===== config.mk =====
export PLATFORM = sky130hd
export DESIGN_NAME = rv_lsu
export DESIGN_NICKNAME = d
export VERILOG_FILES = /design/src/rtl/rv_lsu.sv
export SDC_FILE = /design/constraint.sdc
export NUM_CORES = 1
export LEC_CHECK = 0
export CAP_MARGIN = 20
export CORE_MARGIN = 4
export CORE_UTILIZATION = 54
export CTS_BUF_LIST = sky130_fd_sc_hd__clkbuf_4 sky130_fd_sc_hd__clkbuf_8
export DETAILED_ROUTE_END_ITERATION = 8
export GPL_TIMING_DRIVEN = 1
export PLACE_DENSITY = 0.88
export SLEW_MARGIN = 20
export SYNTH_ARGS = -nofsm -noshare
export SYNTH_HDL_FRONTEND = slang
export SYNTH_SLANG_ARGS = --single-unit

===== constraint.sdc =====
create_clock -name clk -period 7.1 [get_ports clk]
set_input_delay 2.13 -clock clk [delete_from_list [all_inputs] [get_ports clk]]
set_output_delay 2.13 -clock clk [all_outputs]
set_load 0.005 [all_outputs]

===== src/rtl/rv_lsu.sv =====
// rv_lsu: load/store unit between the rv32/rv64 core datapath and the system bus.
//
// Takes one memory request at a time from the core. It computes the effective
// address, checks funct3 legality and alignment, and runs a req/ack bus
// transaction with an optional timeout. It then returns sign- or zero-extended
// load data together with a fault code.
//
// Handshakes:
//   req_valid/req_ready : a request is accepted on a rising edge where
//                         req_valid=1 and req_ready=1. req_ready is high only
//                         in IDLE.
//   bus_req/bus_ack|err : bus_req and all bus_* outputs stay stable from the
//                         first BUS cycle until the edge at which bus_ack or
//                         bus_err is sampled high, or until the timeout expires.
//   rsp_valid           : a one-cycle pulse. The rsp_* fields are registered and
//                         hold their value until the next response.
//
// Ports:
//   clk, rst_n          clock, synchronous active-low reset
//   req_*               core request (wr, funct3, base, offset, wrdata, rd)
//   rsp_*               completion (valid, load, rd, data, fault, addr)
//   bus_*               system bus (req, ack, err, wr, addr, be, wdata, rdata)
//   dbg_state           current FSM state (0 IDLE, 1 BUS, 2 RESP)
module rv_lsu #(
    parameter int XLEN    = 32,
    parameter int TIMEOUT = 256
) (
    input  logic              clk,
    input  logic              rst_n,
    input  logic              req_valid,
    output logic              req_ready,
    input  logic              req_wr,
    input  logic [2:0]        req_funct3,
    input  logic [XLEN-1:0]   req_base,
    input  logic [11:0]       req_offset,
    input  logic [XLEN-1:0]   req_wrdata,
    input  logic [4:0]        req_rd,
    output logic              rsp_valid,
    output logic              rsp_load,
    output logic [4:0]        rsp_rd,
    output logic [XLEN-1:0]   rsp_data,
    output logic [1:0]        rsp_fault,
    output logic [XLEN-1:0]   rsp_addr,
    output logic              bus_req,
    input  logic              bus_ack,
    input  logic              bus_err,
    output logic              bus_wr,
    output logic [XLEN-1:0]   bus_addr,
    output logic [XLEN/8-1:0] bus_be,
    output logic [XLEN-1:0]   bus_wdata,
    input  logic [XLEN-1:0]   bus_rdata,
    output logic [1:0]        dbg_state
);

    localparam int NB = XLEN / 8;
    localparam int LB = $clog2(NB);
    localparam int TW = (TIMEOUT > 1) ? $clog2(TIMEOUT) : 1;

    localparam logic [1:0] F_NONE  = 2'd0;
    localparam logic [1:0] F_ALIGN = 2'd1;
    localparam logic [1:0] F_ACC   = 2'd2;
    localparam logic [1:0] F_ILL   = 2'd3;

    typedef enum logic [1:0] {
        S_IDLE = 2'd0,
        S_BUS  = 2'd1,
        S_RESP = 2'd2
    } state_t;

    state_t          r_state;
    logic            r_wr;
    logic [2:0]      r_funct3;
    logic [LB-1:0]   r_lane;
    logic [4:0]      r_rd;
    logic [XLEN-1:0] r_ea;
    logic [TW-1:0]   r_wait;

    logic [XLEN-1:0] w_ea;
    logic [LB-1:0]   w_lane;
    logic            w_legal;
    logic            w_misalign;
    logic [7:0]      w_ones;
    logic [7:0]      w_be8;
    logic [XLEN-1:0] w_rshift;
    logic [XLEN-1:0] w_ext;
    logic            w_timeout;
    logic            w_done;
    logic            w_ok;

    assign dbg_state = r_state;

    // Effective address wraps modulo 2^XLEN.
    assign w_ea   = req_base + {{(XLEN-12){req_offset[11]}}, req_offset};
    assign w_lane = w_ea[LB-1:0];

    always_comb begin
        w_legal = 1'b0;
        case (req_funct3)
            3'b000, 3'b001, 3'b010: w_legal = 1'b1;
            3'b011:                 w_legal = (XLEN == 64);
            3'b100, 3'b101:         w_legal = !req_wr;
            3'b110:                 w_legal = !req_wr && (XLEN == 64);
            default:                w_legal = 1'b0;
        endcase
    end

    // funct3[1:0] encodes log2 of the access size for every legal access.
    always_comb begin
        w_misalign = 1'b0;
        w_ones     = 8'h00;
        case (req_funct3[1:0])
            2'd0: begin w_misalign = 1'b0;        w_ones = 8'h01; end
            2'd1: begin w_misalign = w_ea[0];     w_ones = 8'h03; end
            2'd2: begin w_misalign = |w_ea[1:0];  w_ones = 8'h0F; end
            default: begin w_misalign = |w_ea[2:0]; w_ones = 8'hFF; end
        endcase
    end

    // An aligned access never spills past the top lane, so the low NB bits suffice.
    assign w_be8 = w_ones << w_lane;

    // Load data: bring the addressed lane down to bit 0, then extend.
    assign w_rshift = bus_rdata >> {r_lane, 3'b000};

    always_comb begin
        w_ext = w_rshift;
        case (r_funct3)
            3'b000:  w_ext = XLEN'($signed(w_rshift[7:0]));
            3'b001:  w_ext = XLEN'($signed(w_rshift[15:0]));
            3'b010:  w_ext = XLEN'($signed(w_rshift[31:0]));
            3'b100:  w_ext = XLEN'(w_rshift[7:0]);
            3'b101:  w_ext = XLEN'(w_rshift[15:0]);
            3'b110:  w_ext = XLEN'(w_rshift[31:0]);
            default: w_ext = w_rshift;
        endcase
    end

    // r_wait counts completed BUS cycles, so the last allowed cycle sees TIMEOUT-1.
    assign w_timeout = (TIMEOUT != 0) && (r_wait == TW'(TIMEOUT - 1));
    // bus_err wins over bus_ack; a timeout only counts when neither is present.
    assign w_ok      = bus_ack && !bus_err;
    assign w_done    = bus_ack || bus_err || w_timeout;

    always_ff @(posedge clk) begin
        if (!rst_n) begin
            r_state   <= S_IDLE;
            r_wr      <= 1'b0;
            r_funct3  <= 3'b000;
            r_lane    <= '0;
            r_rd      <= 5'd0;
            r_ea      <= '0;
            r_wait    <= '0;
            req_ready <= 1'b1;
            rsp_valid <= 1'b0;
            rsp_load  <= 1'b0;
            rsp_rd    <= 5'd0;
            rsp_data  <= '0;
            rsp_fault <= F_NONE;
            rsp_addr  <= '0;
            bus_req   <= 1'b0;
            bus_wr    <= 1'b0;
            bus_addr  <= '0;
            bus_be    <= '0;
            bus_wdata <= '0;
        end else begin
            case (r_state)
                S_IDLE: begin
                    if (req_valid) begin
                        r_wr      <= req_wr;
                        r_funct3  <= req_funct3;
                        r_lane    <= w_lane;
                        r_rd      <= req_rd;
                        r_ea      <= w_ea;
                        r_wait    <= '0;
                        req_ready <= 1'b0;
                        if (!w_legal || w_misalign) begin
                            // Rejected before touching the bus.
                            r_state   <= S_RESP;
                            rsp_valid <= 1'b1;
                            rsp_load  <= !req_wr;
                            rsp_rd    <= req_rd;
                            rsp_data  <= '0;
                            rsp_fault <= !w_legal ? F_ILL : F_ALIGN;
                            rsp_addr  <= w_ea;
                        end else begin
                            r_state   <= S_BUS;
                            bus_req   <= 1'b1;
                            bus_wr    <= req_wr;
                            bus_addr  <= {w_ea[XLEN-1:LB], {LB{1'b0}}};
                            bus_be    <= w_be8[NB-1:0];
                            bus_wdata <= req_wrdata << {w_lane, 3'b000};
                        end
                    end
                end
                S_BUS: begin
                    if (w_done) begin
                        r_state   <= S_RESP;
                        bus_req   <= 1'b0;
                        rsp_valid <= 1'b1;
                        rsp_load  <= !r_wr;
                        rsp_rd    <= r_rd;
                        rsp_addr  <= r_ea;
                        rsp_fault <= w_ok ? F_NONE : F_ACC;
                        rsp_data  <= (w_ok && !r_wr) ? w_ext : '0;
                    end else begin
                        r_wait <= r_wait + 1'b1;
                    end
                end
                S_RESP: begin
                    r_state   <= S_IDLE;
                    rsp_valid <= 1'b0;
                    req_ready <= 1'b1;
                end
                default: begin
                    r_state   <= S_IDLE;
                    bus_req   <= 1'b0;
                    rsp_valid <= 1'b0;
                    req_ready <= 1'b1;
                end
            endcase
        end
    end

endmodule

* Yosys cells after proc, flatten, opt, wreduce, memory -nomap -nowiden
Index checks and enable logic that the tools add are counted.
Storage, ports and cells: flip-flop bits (word level) 195, input port bits 122, output and inout bits 146
Operators by class: add/sub/neg operators 2, equal/unequal tests 17, shift operators 3, multiplexer cells 44, bitwise operators 3, reductions and logical operators 26
Operators by type and width (count):
- $mux 32 | 7
- $pmux 32 s2 | 2
- $pmux 32 s4 | 1
- $add 32x32->32 | 1
- $shl 32x5->32 | 1
- $shr 32x5->32 | 1
- $pmux 8 s3 | 1
- $mux 2 | 8
- $mux 8 | 2
- $pmux 8 s2 | 1
- $mux 5 | 3
- $eq 3x3->1 const B | 4
- $mux 1 | 10
- $ne 2x2->1 const B | 5
- $pmux 5 s2 | 1
- $reduce_and 3->1 | 3
- $add 8x1->8 const B | 1
- $eq 8x8->1 const B | 1
- $pmux 1 s2 | 4
- $pmux 2 s2 | 2
- $reduce_and 4->1 | 2
- $shl 8x2->4 | 1
- $eq 3x1->1 const B | 2
- $logic_not 3->1 | 2
- 13 further kinds | 29

* Depth between registers and ports, before layout
Gate-level depths: netlist (run 1).
word-level depth 8, depth in mapped cells 11

* Worst setup path before layout (run 1)
Ideal clock, no wire load.
path kind input to register, from in req_base[0], to reg bus_addr[13], library setup time 0.070 ns, data arrival time 4.394 ns, data required time 7.030 ns, setup slack 2.635 ns, stages on the path 10, path buffers 3, path through ha_1 fa_1 nor2_2 a22o_1 and2_1 clkbuf_1 clkbuf_1 clkbuf_1 nand2_1 a21oi_1
On the way: cells in the longest elaborated chain, start to end 6, elaborated cells on any way between the ends 7, classes of those cells add/sub (1); mux (1); bitwise (1); reduce/logical (4)
RTL lines:
- start: declaration | RTL line 34 | input logic [XLEN-1:0] req_base,
- $add 32x32->32 (*) | RTL line 93 | assign w_ea = req_base + {{(XLEN-12){req_offset[11]}}, req_offset};
- via w_ea[1] | RTL line 78 | logic [XLEN-1:0] w_ea;
- $reduce_or 3->1 / $reduce_or 2->1 (equally long branches) | RTL line 115, 114
- $pmux 1 s3 (*) | RTL line 111 | case (req_funct3[1:0])
- $logic_or 1x1->1 (*) | RTL line 176 | if (!w_legal || w_misalign) begin
- $not 1->1 (no line) (*)
- $reduce_and 3->1 (no line) (*)
- end signal: assignment | RTL line 189 | bus_addr <= {w_ea[XLEN-1:LB], {LB{1'b0}}};
- end: declaration | RTL line 48 | output logic [XLEN-1:0] bus_addr,
Mark *: on every way through the listed nets, which the timed path passes. The rest lies on a longest branch. A chain may end at the register's enable or synchronous reset.

* Worst setup path after layout (run 1)
from in req_base[0], to reg bus_wdata[9]
On the way: cells in the longest elaborated chain, start to end 6, elaborated cells on any way between the ends 8, classes of those cells add/sub (1); shift (1); mux (1); bitwise (1); reduce/logical (4)
RTL lines:
- $add 32x32->32 (*) | RTL line 93
- via w_ea[1] | RTL line 78
- $reduce_or 3->1 / $reduce_or 2->1 (equally long branches) | RTL line 115, 114
- $pmux 1 s3 | RTL line 111
- $logic_or 1x1->1 | RTL line 176
- $not 1->1 (no line)
- $reduce_and 3->1 (no line)
- end signal: assignment | RTL line 191 | bus_wdata <= req_wrdata << {w_lane, 3'b000};
- end: declaration | RTL line 50 | output logic [XLEN-1:0] bus_wdata,
Marks and branches as above.

==> impl_summary.txt, run 1 <==
----------------------------------------------------
[STA]
  Fin crit share ... between 70% and 80%
  Worst-margin pin slew ... ~1 ns
  Number of endpoints with negative hold slack in the final report ... 0
  Final WS setup ... roughly 1.8 ns
  Final setup vio count ... 0
  Post-route minimum period ... ~5.3 ns
  Max Fclk ... 190.1 MHz
  Worst rel slew slack ... 33.85%
  Sum Neg Setup Slack ... 0 ns
  Hold WS ... between 0.4 and 0.5 ns
  Setup repair after global routing missed its margin ... false
  Worst Clk Skew ... between 0.01 and 0.015 ns
  Slew Limit Fails ... 0

[Route]
  Routed wire length on met3 ... 3269 um
  Count of unresolved DRC violations after routing ... 0
  Highest routed metal layer ... met5
  Routed metal-1 wire length ... 12960 um
  Detailed router's first-iteration violation count ... 916
  Detailed-routing iteration count for the pre-antenna-repair pass ... 7
  Routed wirelength normalized by instance count ... between 15 and 20 um
  Count of vias placed by the detailed router ... approximately 10000
  Amount of wire on met2 after detailed routing ... 14720 um
  WL final ... 32030 um
  Per-cell via count in the routed design ... 6.054
  Remaining number of nets flagged by the antenna check after routing ... 0

[Die]
  Count of standard-cell rows ... just under 50
  Core outline area ... about 0.018 sq mm
  Die outline area ... slightly above 0.02 sq mm
  Die outline height ... between 100 and 150 um
  Starting utilization of the core area ... a little over half
  Horizontal die dimension ... about 140 um
  I/O pins ... between 200 and 300

[Power]
  Fraction of power spent switching nets ... 31.26%
  Leakage power summed over all cells ... 0.004701 uW
  Clock network power share ... ~29%
  Share of power burned in registers ... a little over two fifths
  Combinational power share ... between 20% and 30%
  Final total power ... ~2800 uW
  Cell internal power dissipation ... 1906 uW
  Switching power ... about 870 uW
  Worst VDD drop ... between 0.1 and 0.15 mV
  PD cells ... 212.2 mW/mm^2

[Yosys]
  EDFF count, synth ... 0
  Biggest area contributors in the synthesized netlist ... sky130_fd_sc_hd__dfxtp_1 39%, sky130_fd_sc_hd__nand2_1 8.5%, sky130_fd_sc_hd__a21oi_1 7.5%, sky130_fd_sc_hd__nor2_1 4.4%, sky130_fd_sc_hd__ha_1 4.0%
  Synth Register Bits ... 193
  Count leader, synth ... sky130_fd_sc_hd__nand2_1
  Count of distinct cell types in the synthesized netlist ... between 70 and 80
  Top cell type by total area after synthesis ... sky130_fd_sc_hd__dfxtp_1
  Top cells by instance count after synthesis ... 224 x sky130_fd_sc_hd__nand2_1, 193 x sky130_fd_sc_hd__dfxtp_1, 148 x sky130_fd_sc_hd__a21oi_1
  Warning count from the yosys run ... 0
  Primary FF master, synth ... sky130_fd_sc_hd__dfxtp_1
  Sequential-to-total area share from yosys stat ... about 39%
  Share of Yosys cell area claimed by the top area cell type ... a little under 40%
  Cell area after technology mapping ... about 0.01 sq mm
  Number of instances in the synthesized netlist ... approximately 1300
  Average instance area after synthesis ... about 7.9 sq um
  Fraction of synthesis flops using an asynchronous set or reset pin ... 0%

[Worst hold path]
  Hold Path Depth ... 2
  Hold EP ... rsp_addr[14]
  Launch point of the worst hold path ... rsp_addr[14]
  Path category of the worst min-delay check ... reg2reg

[Place]
  Count of input and output buffers ... approximately 270
  Routability Congestion ... 0.9037
  HPWL after detailed placement ... between 20000 and 25000 um
  Worst Setup Slack post-DPL ... 1.415 ns
  Number of cells after detailed placement ... 1674

[Clocking]
  Clock tree root buffer cell ... sky130_fd_sc_hd__clkbuf_8
  Post-cts repair resize count ... 0
  Setup fix buffers added after clock tree synthesis ... 0
  Clk_lat worst skew ... approximately 0.47 ns
  Number of hold buffers added after cts ... 0
  Maximum level of the CTS H-tree ... 4
  CTS max path bufs ... 2
  Clock sink count ... about 190
  Clock buffer count from CTS ... 17
  Clock-pin slew on the worst setup and hold paths ... 0.10 ns
  TritonCTS clock tree ... built

[Global routing]
  Maximum number of pins on one net before global-route repair ... 94
  Initial antenna violation count ... 2
  Remaining Overflow, GRT ... 0
  Wire length of the first global-routing pass ... about 50000 um
  Total global routing track utilization ... 29.98%
  Number of global-route vias before repair ... a little under 10000

[Setup path]
  Element type at the critical path end ... register
  Data arrival time at the worst-slack endpoint ... around 5.7 ns
  Worst Reg-to-Reg Cells ... 11
  CP Launch Type ... primary input
  Startpoint of the worst-slack reg-to-reg timing path ... dbg_state[0]
  Crit Reg-Reg Endpoint ... rsp_addr[21]
  Worst Path Max Fanout ... 36
  CP Data Required Time ... about 7.5 ns
  Category of the most critical setup path ... in2reg
  Worst-case register-to-register setup slack ... just over 4 ns

[Run]
  Reported max-cap violation count ... 0

[Finish]
  Layout overhead on the synthesized area ... 31.96%
  Final std cells w/o fill ... about 1700
  Fillcell total ... between 1000 and 1500
  Storage element area ... between 0.003 and 0.004 sq mm
  Antenna fix cells ... 0
  Area of the multi-input gates ... 0.005669 sq mm
  Fraction of final layout cells sized beyond drive strength 1 ... under 10%
  NumNets Final ... around 1600

[Status]
  Result of the run ... finished clean

----------------------------------------------------
-- stage by stage --
| step | instance area [sq um] | util (%) |
|---|---|---|
| after floorplan | 9910 | - |
| after global placement | 12620 | 70.04 |
| after detailed placement | 12620 | 70.04 |
| after CTS | 13070 | 72.52 |
| after global routing | 13070 | 72.52 |
| final | 13070 | 72.52 |
-- layout make-up --
type,count,share of cell area [%]
multi-input combinational,963,43.37
sequential,193,29.56
timing repair buffer,281,21.21
tap,229,2.192
clock buffer,20,2.058
clock inverter,12,1.359
inverter,8,0.2489
-- layer usage --
layer	up-vias	global-route usage, %
li1	4890	-
met1	4823	38.94
met2	533	49.37
met3	78	6.223
met4	4	11.20
met5	-	0
-- how the worst max path moves through the flow --
stage	startpoint	to	slack, ns	depth (start not counted)
finish	req_base[0]	bus_wdata[9]	1.84	10
global route	req_base[0]	bus_wdata[9]	1.77	10
global placement	req_base[0]	bus_wdata[9]	1.46	10
floorplan	req_base[0]	bus_addr[13]	2.64	10
CTS	req_base[0]	bus_wdata[9]	1.91	10
detailed placement	req_base[0]	bus_wdata[9]	1.42	10
-- power groups by stage --
stage	combinational [uW]	clock [uW]	sequential, uW
after floorplan	433	0	1230
after global placement	724	0	1240
after detailed placement	740	0	1240
after CTS	746	805	1220
after global routing	820	852	1230
final	753	799	1220
-- cells by family (layout without fill, tap and decap cells) --
family	after synthesis	after routing	synth area share, %
AND/OR/NAND/NOR	472	472	20.40
AO/OA/AOI/OAI	380	380	24.90
flip-flops	193	193	39.00
buffers and inverters	100	321	4.017
multiplexers	45	45	4.661
adder cells (fa/ha/maj)	33	33	4.244
XOR/XNOR	31	31	2.741
other	1	2	0.03786
-- layout by cell type (no fill, tap or decap), types with 4 or more instances in the layout --
| master | instances |
|---|---|
| sky130_fd_sc_hd__dfxtp_1 | 193 |
| sky130_fd_sc_hd__nor2_1 | 114 |
| sky130_fd_sc_hd__o211ai_1 | 14 |
| sky130_fd_sc_hd__o221ai_1 | 11 |
| sky130_fd_sc_hd__a21oi_1 | 147 |
| sky130_fd_sc_hd__a21o_1 | 6 |
| sky130_fd_sc_hd__o2111ai_1 | 4 |
| sky130_fd_sc_hd__clkdlybuf4s50_1 | 265 |
| sky130_fd_sc_hd__nand3_1 | 39 |
| sky130_fd_sc_hd__ha_1 | 32 |
| sky130_fd_sc_hd__nor2b_1 | 12 |
| sky130_fd_sc_hd__a31oi_1 | 5 |
| sky130_fd_sc_hd__nand2b_1 | 7 |
| sky130_fd_sc_hd__nor3_1 | 36 |
| sky130_fd_sc_hd__xor2_1 | 16 |
| sky130_fd_sc_hd__inv_1 | 5 |
| sky130_fd_sc_hd__xnor2_1 | 15 |
| sky130_fd_sc_hd__o21ai_1 | 8 |
| sky130_fd_sc_hd__buf_4 | 16 |
| sky130_fd_sc_hd__mux2i_1 | 36 |
| sky130_fd_sc_hd__o31ai_1 | 4 |
| sky130_fd_sc_hd__a211oi_1 | 36 |
| sky130_fd_sc_hd__o21ai_0 | 71 |
| sky130_fd_sc_hd__a21oi_2 | 4 |
| sky130_fd_sc_hd__nand4_1 | 13 |
| sky130_fd_sc_hd__a22oi_1 | 16 |
| sky130_fd_sc_hd__a311oi_1 | 9 |
| sky130_fd_sc_hd__clkbuf_8 | 19 |
| sky130_fd_sc_hd__o21a_1 | 10 |
| sky130_fd_sc_hd__or3_1 | 6 |
| sky130_fd_sc_hd__nand2_1 | 223 |
| sky130_fd_sc_hd__mux2_2 | 9 |
| sky130_fd_sc_hd__bufinv_16 | 4 |
| sky130_fd_sc_hd__a221oi_1 | 6 |
-- worst max-delay path, stage by stage --
cell and delay [ns]:
sky130_fd_sc_hd__clkdlybuf4s50_1 0.47, sky130_fd_sc_hd__ha_1 0.27, sky130_fd_sc_hd__fa_1 0.49, sky130_fd_sc_hd__nor2_2 0.45, sky130_fd_sc_hd__a22o_1 0.35, sky130_fd_sc_hd__nand2_2 0.48
sky130_fd_sc_hd__buf_4 0.44, sky130_fd_sc_hd__nor3_1 0.38, sky130_fd_sc_hd__a21oi_1 0.08, sky130_fd_sc_hd__nor2_1 0.11
-- state kept, by name, indices dropped and copies added (netlist names), 2 cells and up --
name and cells:
bus_addr 30, r_wait 8, rsp_data 32, dbg_state 2
r_ea 31, r_funct3 3, r_rd 5, bus_wdata 32
rsp_rd 5, bus_be 4, rsp_fault 2, rsp_addr 32
(Power assumes the default switching activity.)
==> run 2: changes to the inputs <==
--- a/config.mk
+++ b/config.mk
@@ -7,11 +7,11 @@
 export LEC_CHECK = 0
 export CAP_MARGIN = 20
 export CORE_MARGIN = 4
-export CORE_UTILIZATION = 54
+export CORE_UTILIZATION = 50
 export CTS_BUF_LIST = sky130_fd_sc_hd__clkbuf_4 sky130_fd_sc_hd__clkbuf_8
 export DETAILED_ROUTE_END_ITERATION = 8
 export GPL_TIMING_DRIVEN = 1
-export PLACE_DENSITY = 0.88
+export PLACE_DENSITY = 0.82
 export SLEW_MARGIN = 20
 export SYNTH_ARGS = -nofsm -noshare
 export SYNTH_HDL_FRONTEND = slang
==> constraint.sdc (replaced) <==
create_clock -name clk -period 5.1 [get_ports clk]
set_input_delay 1.53 -clock clk [delete_from_list [all_inputs] [get_ports clk]]
set_output_delay 1.53 -clock clk [all_outputs]
set_load 0.005 [all_outputs]
==> run 2 against run 1 <==
- sequential power rose by 39%
- clock skew fell by 0.0028 ns
- non-clock buffer count rose by 8
- critical path depth did not move
- highest routed layer unchanged
==> impl_summary.txt, run 2 (synthesis results as in run 1) <==
----------------------------------------------------
[Finish]
  Most frequent cells in the layout ... 265 x sky130_fd_sc_hd__clkdlybuf4s50_1, 223 x sky130_fd_sc_hd__nand2_1, 193 x sky130_fd_sc_hd__dfxtp_1
  NumNets Final ... approximately 1600
  Biggest registers after layout ... bus_wdata (32), rsp_addr (32), rsp_data (32)
  Antenna fix cells ... 0
  Most frequent standard cell in the layout excluding fill and tap cells ... sky130_fd_sc_hd__clkdlybuf4s50_1
  Fraction of final layout cells sized beyond drive strength 1 ... under 10%
  Layout overhead on the synthesized area ... 32.84%

[Global routing]
  Maximum number of pins on one net before global-route repair ... 52
  Wire length of the first global-routing pass ... 51000 um
  Number of global-route vias before repair ... around 10000
  Remaining Overflow, GRT ... 0
  Initial antenna violation count ... 2
  Total global routing track utilization ... between 20% and 30%

[Clocking]
  Setup fix buffers added after clock tree synthesis ... 0
  Maximum level of the CTS H-tree ... 4
  Number of hold buffers added after cts ... 0
  Clock-pin slew on the worst setup and hold paths ... around 0.1 ns
  Clock buffer count from CTS ... 17
  Clk_lat worst skew ... between 0.4 and 0.5 ns
  Clock tree root buffer cell ... sky130_fd_sc_hd__clkbuf_8
  Clock sink count ... ~190
  Post-cts repair resize count ... 0
  CTS max path bufs ... 2
  TritonCTS clock tree ... built

[Setup path]
  Category of the most critical setup path ... in2reg
  Worst Reg-to-Reg Cells ... 8
  Crit. Startpoint ... req_offset[11]
  Startpoint of the worst-slack reg-to-reg timing path ... r_ea[1]
  Worst-case register-to-register setup slack ... 2.13 ns
  CP Launch Type ... primary input
  CP Data Required Time ... ~5.5 ns
  Crit Reg-Reg Endpoint ... rsp_data[25]
  Worst Path Max Fanout ... 14
  Data arrival time at the worst-slack endpoint ... roughly 4.7 ns
  Setup crit end ... bus_addr[31]
  Element type at the critical path end ... register

[STA]
  Slew Limit Fails ... 0
  Setup repair after global routing missed its margin ... false
  Fin crit share ... 84.22%
  Worst rel slew slack ... a little under half
  Sum Neg Setup Slack ... 0 ns
  Worst-margin pin slew ... 0.7886 ns
  Final setup vio count ... 0
  Post-route minimum period ... around 4.3 ns
  Max Fclk ... between 200 and 250 MHz
  Number of endpoints with negative hold slack in the final report ... 0
  Worst Clk Skew ... between 0.01 and 0.015 ns

[Route]
  Count of vias placed by the detailed router ... between 10000 and 15000
  WL final ... approximately 32000 um
  Per-cell via count in the routed design ... approximately 5.9
  Remaining number of nets flagged by the antenna check after routing ... 0
  Routed wirelength normalized by instance count ... around 18 um
  Detailed-routing iteration count for the pre-antenna-repair pass ... 5
  Count of unresolved DRC violations after routing ... 0
  Detailed router's first-iteration violation count ... about 900

[Die]
  Horizontal die dimension ... 148.8 um
  Starting utilization of the core area ... 50.90%
  I/O pins ... about 270
  Die outline area ... roughly 0.022 sq mm
  Die outline height ... roughly 150 um
  Count of standard-cell rows ... 51
  Core outline area ... 0.01946 sq mm

[Status]
  Result of the run ... finished clean

[Worst hold path]
  Hold Path Depth ... 2
  Path category of the worst min-delay check ... reg2reg

[Power]
  PD cells ... 290.0 mW/mm^2
  Final total power ... around 3800 uW
  Leakage power summed over all cells ... between 0.004 and 0.005 uW
  Worst VDD drop ... roughly 0.20 mV

[Run]
  Reported max-cap violation count ... 0

[Place]
  Count of input and output buffers ... about 270
  HPWL after detailed placement ... roughly 24000 um
  Routability Congestion ... around 0.9

----------------------------------------------------
## run 2: changes by cell type in the layout (fill, tap and decap cells not counted), sizes merged
cell and delta:
bufinv -2, clkinv -1, inv +2, buf +8
clkinvlp +1
## run 2: stage by stage
| stage | instances | area (sq um) | utilization [%] | hold WS (ns) | setup slack, ns |
|---|---|---|---|---|---|
| CTS | 1750 | 13160 | 67.61 | 0.4562 | 0.8779 |
| floorplan | 1256 | 9910 | - | 0.4349 | 1.235 |
| finish | 1750 | 13160 | 67.61 | 0.4543 | 0.8048 |
| global placement | 1718 | 12740 | 65.47 | 0.4372 | 0.4370 |
| global route | 1750 | 13160 | 67.61 | 0.4735 | 0.6423 |
| detailed placement | 1718 | 12740 | 65.47 | 0.4428 | 0.3643 |
## run 2: report_power, final
| part | switching, uW | internal (uW) | total [uW] |
|---|---|---|---|
| logic | 586 | 475 | 1060 |
| clock network | 579 | 479 | 1060 |
| registers | 79.2 | 1620 | 1700 |
## run 2: worst max-delay path, cell delays in order
cell and delay, ns:
sky130_fd_sc_hd__clkdlybuf4s50_1 0.85, sky130_fd_sc_hd__ha_1 0.41, sky130_fd_sc_hd__a211oi_1 0.27, sky130_fd_sc_hd__nor2_1 0.11, sky130_fd_sc_hd__or3b_1 0.39, sky130_fd_sc_hd__a21boi_2 0.23, sky130_fd_sc_hd__a21boi_2 0.27, sky130_fd_sc_hd__o21ai_1 0.10
sky130_fd_sc_hd__o311ai_2 0.35, sky130_fd_sc_hd__a211oi_1 0.13
## run 2: worst min path at each step
stage / endpoint / slack, ns / from
floorplan: r_ea[28] / 0.43 / r_ea[28]
global placement: rsp_data[1] / 0.44 / rsp_data[1]
detailed placement: bus_wdata[2] / 0.44 / bus_wdata[2]
CTS: bus_wdata[1] / 0.46 / bus_wdata[1]
global route: bus_wdata[2] / 0.47 / bus_wdata[2]
finish: bus_wdata[1] / 0.45 / bus_wdata[1]
## run 2: cell type report
| cell class | count | area, sq um |
|---|---|---|
| Clock buffer | 20 | 269.0 |
| Clock inverter | 12 | 147.6 |
| Fill cell | 1605 | 6304 |
| Inverter | 8 | 32.53 |
| Multi-Input combinational cell | 963 | 5669 |
| Sequential cell | 193 | 3864 |
| Tap cell | 265 | 331.6 |
| Timing Repair Buffer | 289 | 2845 |
## run 2: per-layer routing
| metal | up-vias | share of wire, % | track usage, % |
|---|---|---|---|
| li1 | 4908 | - | - |
| met1 | 4768 | 42 | 37.48 |
| met2 | 505 | 46 | 46.40 |
| met3 | 67 | 9.6 | 6.411 |
| met4 | 4 | 2.4 | 9.794 |
| met5 | - | 0.074 | 0 |
